**config.mk**
```make
export PLATFORM = sky130hd
export DESIGN_NAME = instr_line_buffer
export DESIGN_NICKNAME = d
export VERILOG_FILES = /design/src/rtl/instr_line_buffer.sv
export SDC_FILE = /design/constraint.sdc
export NUM_CORES = 1
export LEC_CHECK = 0
export ABC_AREA = 1
export CORE_ASPECT_RATIO = 1.75
export CORE_MARGIN = 1
export CORE_UTILIZATION = 49
export CTS_CLUSTER_DIAMETER = 50
export DETAILED_ROUTE_END_ITERATION = 6
export PLACE_DENSITY = 0.82
export SKIP_LAST_GASP = 1
export SLEW_MARGIN = 25
export SYNTH_ARGS = -nofsm -noshare
export SYNTH_HDL_FRONTEND = slang
export SYNTH_SLANG_ARGS = --single-unit
export TNS_END_PERCENT = 50
```
**constraint.sdc**
```tcl
create_clock -name clk -period 3.8 [get_ports clk]
set_input_delay 0.76 -clock clk [delete_from_list [all_inputs] [get_ports clk]]
set_output_delay 0.76 -clock clk [all_outputs]
set_load 0.01 [all_outputs]
```
**src/rtl/instr_line_buffer.sv**
```systemverilog
// Single-line instruction buffer in front of a word-wide backing memory.
// A hit returns the word combinationally; an aligned miss refills the whole line in order.
module instr_line_buffer #(
    parameter int unsigned LINE_WORDS = 4
) (
    input  logic        clk,
    input  logic        rstn,
    input  logic [31:0] instr_addr_i,
    input  logic        flush_i,
    output logic [31:0] instr_o,
    output logic        instr_valid_o,
    output logic        misalign_o,
    output logic        mem_req_o,
    output logic [31:0] mem_addr_o,
    input  logic        mem_gnt_i,
    input  logic [31:0] mem_rdata_i
);

    localparam int unsigned OFF_W = $clog2(LINE_WORDS);
    localparam int unsigned TAG_W = 30 - OFF_W;
    localparam logic [31:0] NOP   = 32'h0000_0013;

    typedef enum logic {
        IDLE,
        FILL
    } state_e;

    state_e             state_q, state_d;
    logic               line_valid_q, line_valid_d;
    logic               flush_pend_q, flush_pend_d;
    logic [OFF_W-1:0]   cnt_q, cnt_d;
    logic [TAG_W-1:0]   tag_q, tag_d;
    logic [TAG_W-1:0]   fill_tag_q, fill_tag_d;
    logic [31:0]        data_q [LINE_WORDS];
    logic               data_we;

    logic [TAG_W-1:0]   addr_tag;
    logic [OFF_W-1:0]   addr_off;
    logic               hit;
    logic               last_word;

    assign addr_tag   = instr_addr_i[31:OFF_W+2];
    assign addr_off   = instr_addr_i[OFF_W+1:2];
    assign misalign_o = (instr_addr_i[1:0] != 2'b00);
    assign hit        = line_valid_q && (tag_q == addr_tag) && !misalign_o;
    assign last_word  = (cnt_q == OFF_W'(LINE_WORDS - 1));

    // Outputs depend only on registered line state, never on the memory response.
    assign instr_valid_o = hit;
    assign instr_o       = hit ? data_q[addr_off] : NOP;

    always_ff @(posedge clk) begin
        if (!rstn) begin
            state_q      <= IDLE;
            line_valid_q <= 1'b0;
            flush_pend_q <= 1'b0;
            cnt_q        <= '0;
            tag_q        <= '0;
            fill_tag_q   <= '0;
        end else begin
            state_q      <= state_d;
            line_valid_q <= line_valid_d;
            flush_pend_q <= flush_pend_d;
            cnt_q        <= cnt_d;
            tag_q        <= tag_d;
            fill_tag_q   <= fill_tag_d;
        end
    end

    always_ff @(posedge clk) begin
        if (!rstn) begin
            for (int unsigned i = 0; i < LINE_WORDS; i++) begin
                data_q[i] <= '0;
            end
        end else if (data_we) begin
            data_q[cnt_q] <= mem_rdata_i;
        end
    end

    always_comb begin
        state_d      = state_q;
        line_valid_d = line_valid_q;
        flush_pend_d = flush_pend_q;
        cnt_d        = cnt_q;
        tag_d        = tag_q;
        fill_tag_d   = fill_tag_q;
        data_we      = 1'b0;
        mem_req_o    = 1'b0;
        mem_addr_o   = '0;

        unique case (state_q)
            IDLE: begin
                if (flush_i) begin
                    line_valid_d = 1'b0;
                end
                if (!hit && !misalign_o) begin
                    state_d      = FILL;
                    fill_tag_d   = addr_tag;
                    cnt_d        = '0;
                    line_valid_d = 1'b0;
                end
            end
            FILL: begin
                mem_req_o  = 1'b1;
                mem_addr_o = {fill_tag_q, cnt_q, 2'b00};
                if (flush_i) begin
                    flush_pend_d = 1'b1;
                end
                if (mem_gnt_i) begin
                    data_we = 1'b1;
                    cnt_d   = cnt_q + 1'b1;
                    if (last_word) begin
                        // A flush arriving on the final grant still poisons the line.
                        state_d      = IDLE;
                        tag_d        = fill_tag_q;
                        line_valid_d = !(flush_pend_q || flush_i);
                        flush_pend_d = 1'b0;
                    end
                end
            end
            default: state_d = IDLE;
        endcase
    end

endmodule

```
Yosys cells after proc, flatten, opt, wreduce, memory -nomap -nowiden
Memory sizes are Yosys's and may differ from the RTL's.
Index checks and enable logic that the tools add are counted.

storage, ports and cells
  memories kept = 1
  output and inout port bits = 67
  bits of input ports = 68
  register bits = 61
  memory bits (writable) = 128

operators by class
  eq/ne operators = 6
  reductions and logical operators = 13
  multiplexer cells = 27
  add/subtract/negate cells = 1
  bitwise logic cells = 1

memory list
  memory  depth  bits a word  rd ports  clocked after memory_dff  write ports  RTL line  source
  data_q  4      32           1         0                         4            34        logic [31:0] data_q [LINE_WORDS];

operator list
  kind                                                    number
  2-to-1 mux 32 bit                                       3
  OR reduction 32 bit                                     1
  equality test 28 bit                                    1
  2-to-1 mux 1 bit                                        18
  2-to-1 mux 2 bit                                        3
  AND reduction 3 bit                                     2
  inequality test 2 bit (second input constant)           2
  one-hot mux 1 bit (2 select lines)                      2
  one-hot mux 2 bit (2 select lines)                      1
  AND reduction 2 bit                                     2
  logical AND 1 bit                                       3
  zero test 1 bit                                         3
  inequality test 3 bit (second input constant)           1
  adder 2 x 1 -> 2 bit (second input constant)            1
  equality test 2 bit (second input constant)             1
  inequality test 2 x 1 -> 1 bit (second input constant)  1
  nonzero test 2 bit                                      1
  logical OR 1 bit                                        1
  inverter 1 bit                                          1

Depth between registers and ports, before layout
  word-level depth = 7
  gate-level depth with buffers = 14
  depth with buffers taken out = 14

Worst setup path before layout
No wires, ideal clock.

  kind = input port to flip-flop
  from = input mem_gnt_i
  to = memory data_q[3][0], enable pin
  buffers on the path = 0
  stages = 2
  arrival time = 3,186 ps
  setup slack = 148 ps
  cells stage by stage = nand2_1 o21ai_0

RTL lines
  element             RTL line  source
  start: declaration  15        input logic mem_gnt_i,
  end: declaration    34

Worst setup path in the final report
  from = input instr_addr_i[25]
  to = output instr_o[13]

between the ends
  longest elaborated chain between the ends = 4

RTL lines
  element                          RTL line  source
  start: declaration               8         input logic [31:0] instr_addr_i,
  equality test 28 bit             45        assign hit = line_valid_q && (tag_q == addr_tag) && !misalign_o;
  logical AND 1 bit (2 in series)  45
  2-to-1 mux 32 bit                50        assign instr_o = hit ? data_q[addr_off] : NOP;
  end: declaration                 10        output logic [31:0] instr_o,

No other way between the ends.

==> metrics.txt <==
post-CTS setup repair buffer count 0; clock tree from TritonCTS yes; design internal power 3.35 mW; number of global-route vias before repair 7,301; Clock Latency Late Sink 0.43 ns; Placeable Area 17,600 µm²; post-DR vias/cell 5.22; pin count of the biggest net entering global routing 60; fraction of power consumed by the clock network 38.7%; flop and latch count out of synthesis 189; wire length of the first global-routing pass 35,100 µm; worst ir drop on vdd 0.000276 V; HP Class reg2reg; post-route worst setup slack -0.0550 ns; Overflow after GRT 0; Clock Sinks 189; worst hold margin 0.463 ns; post-layout min period 3.85 ns; CP endpoint kind primary output; Reg-to-Reg Start state_q; number of max-capacitance violations reported 0; placed wire-length estimate after detailed placement 14,300 µm; portion of total power attributed to sequential cells 52.1%; number of warnings issued by yosys 0; Storage cell area 5060 µm²; Mapped Area 8860 µm²; antenna viol nets, final 0; Avg Cell Area, Syn 8.27 µm²; final non-filler cell total 1,439; worst r2r dst data_q[0][6]; CP Launch Point instr_addr_i[25]; distinct cell type count after synthesis 30; area occupied by multi-input gates 2930 µm²; antenna violations before repair 0; antenna diode count 0; relative max-transition margin 62.1%; hold path endpoint fill_tag_q[12]; combinational fraction of design power 9.2%; Net Sw Frac 24.1%; die outline area 18,600 µm²; Hold Startpoint fill_tag_q[12]; total CTS buffers 17; final-layout fill cell count 1,461; Pwr Density 397 nW/µm²; Initial Util 50.3%; reg-to-reg setup timing slack 1.80 ns; Post-Layout Inst Area 11,100 µm²; layout cells sized above 1 7.04%; P&R area growth vs syn 25.4%; unrepaired setup endpoints after global routing yes; Die Span Y 180 µm; H-Tree Level Count 4; gate count of the mapped netlist 1,071; net switching power of the design 1.06 mW; wire length after detailed routing 22,200 µm; register area share after synthesis 57.2%; vias after detailed routing 7,510; die span in x 104 µm; final setup skew 0.00917 ns; Clock Root Buffer clkbuf_16; Max Fclk 259 MHz; slew at the pin closest to its max-slew limit 0.568 ns; number of violations reported at the end of detailed-routing iteration 0 402; data arrival time of the critical path 3.09 ns; row cnt 64; Total Routing Usage GR 24.1%; status finished with violations; Wirelength per Cell 15.4 µm; total power 4.41 mW; Setup crit start kind primary input; CP Data Required Time 3.04 ns; Max Root-Sink Buffers 2; Final setup viols 12; DP Area 10,500 µm²; violated checks setup timing; fin. max-slew vios 0; final weighted congestion in routability-driven placement 0.909; dpl cells 1,405; total of buffers placed on input and output ports 132; Leak 4.91 nW; clock-pin slew of the registers on the worst-case setup and hold paths 0.07 ns; post-route DRC violation count 0; number of endpoints with negative hold slack in the final report 0; maximum fanout along the worst path 7; count of cells along the worst register-to-register path 7; number of cells on the worst hold path 2; category of the critical setup timing path in2out; total I/O pin count 135; number of nets in the layout 1,264; first-pass iteration count of the detailed router 5; final worst path period share 101%
## routing by layer
layer	share of wire, %	routed length, µm	up-vias	GRT usage, %
li1	-	-	3646	-
met1	36	8000	3492	24.9
met2	54	12000	311	45.7
met3	5.8	1290	61	3.92
met4	4.1	908	0	12.7
met5	0	0	-	0
## logic make-up after synthesis
logic type / Yosys count / synth area share [%]
AOI/OAI and AO/OA: 192 / 11.4
xor gates and xnor gates: 4 / 0.396
adders and majority gates: 1 / 0.141
buffers and inverters: 217 / 10.1
DFF: 189 / 57.2
other: 1 / 0.0423
and+or+nand+nor: 467 / 20.8
## repair_timing
| item | in CTS | in global routing |
|---|---|---|
| endpoints found under the setup margin | 20 | 25 |
| pin swaps | 0 | 1 |
| gates resized for setup | 11 | 14 |
| hold buffers | 0 | 0 |
| cloned | 0 | 2 |
## state kept, by name (all words and copies together) (netlist names)
| signal | cells |
|---|---|
| cnt_q | 2 |
| data_q | 128 |
| fill_tag_q | 28 |
| flush_pend_q | 1 |
| line_valid_q | 1 |
| state_q | 1 |
| tag_q | 28 |
## cells in the final DEF (no fill, tap or decap), types with 9 or more instances in the layout
master / instances
a21oi_1: 49
a21oi_2: 12
buf_4: 23
clkbuf_16: 19
clkdlybuf4s50_1: 110
dfxtp_1: 61
dlygate4sd2_1: 9
dlymetal6s2s_1: 11
edfxtp_1: 128
inv_1: 153
nand2_1: 136
nand3_1: 37
nor2_1: 280
o21ai_0: 110
o21ai_1: 17
## cells in the mapped netlist
master / number / area share, %
a21boi_1: 1 / 0.085
a21oi_1: 51 / 2.9
a21oi_2: 10 / 0.99
buf_1: 5 / 0.21
buf_2: 12 / 0.68
buf_4: 3 / 0.25
buf_6: 7 / 0.89
clkbuf_1: 31 / 1.3
clkinv_2: 1 / 0.056
conb_1: 1 / 0.042
dfxtp_1: 61 / 14
edfxtp_1: 128 / 43
ha_1: 1 / 0.14
inv_1: 153 / 6.5
inv_2: 5 / 0.21
nand2_1: 137 / 5.8
nand2_2: 1 / 0.071
nand3_1: 37 / 2.1
nand3b_1: 1 / 0.085
nand3b_4: 1 / 0.23
nand4_1: 5 / 0.35
nor2_1: 282 / 12
nor3_1: 2 / 0.11
nor4_1: 1 / 0.071
o2111a_1: 1 / 0.13
o21ai_0: 111 / 6.3
o21ai_1: 17 / 0.96
o22ai_1: 1 / 0.071
xnor2_1: 3 / 0.30
xor2_1: 1 / 0.099
## layout make-up
type                    count  share of cell area (%)
well taps                 231                    2.60
clock buffers              19                    3.90
multi-input cells         666                    26.4
inverters                 159                    5.38
flip-flops and latches    189                    45.6
repair buffers            162                    14.9
clock inverters            13                    1.24
## power by group through the flow
stage / registers [mW] / clock network (mW) / logic [mW]
floorplan: 2.34 / 0 / 0.226
finish: 2.30 / 1.71 / 0.405
global placement: 2.34 / 0 / 0.395
detailed placement: 2.35 / 0 / 0.403
global route: 2.31 / 1.81 / 0.447
CTS: 2.30 / 1.73 / 0.405
## worst max-delay path: stages
cell	delay (ns)
clkdlybuf4s50_1	0.51
inv_1	0.06
nand2_1	0.08
o21ai_0	0.11
nor3_1	0.19
buf_4	0.15
nand3_1	0.08
nor2_2	0.15
nand2_4	0.11
clkbuf_16	0.21
a21oi_1	0.11
clkdlybuf4s50_1	0.58
## per-stage QoR
step / setup slack, ns / utilization, % / TNS [ns]
after floorplan: 0.148 / - / 0
after global placement: -0.0471 / 59.3 / -0.168
after detailed placement: -0.0855 / 59.3 / -0.554
after CTS: -0.0224 / 62.5 / -0.145
after global routing: -0.200 / 63.0 / -2.30
final: -0.0550 / 63.0 / -0.402
## worst max path at each step
stage | to | slack, ns | cells past startpoint
5_1_grt | instr_o[17] | -0.20 | 12
2_1_floorplan | data_q[3][0] | 0.15 | 2
6_report | instr_o[13] | -0.05 | 12
3_5_place_dp | instr_o[29] | -0.09 | 12
4_1_cts | instr_o[31] | -0.02 | 12
3_3_place_gp | instr_o[29] | -0.05 | 10
(Power assumes the default switching activity.)
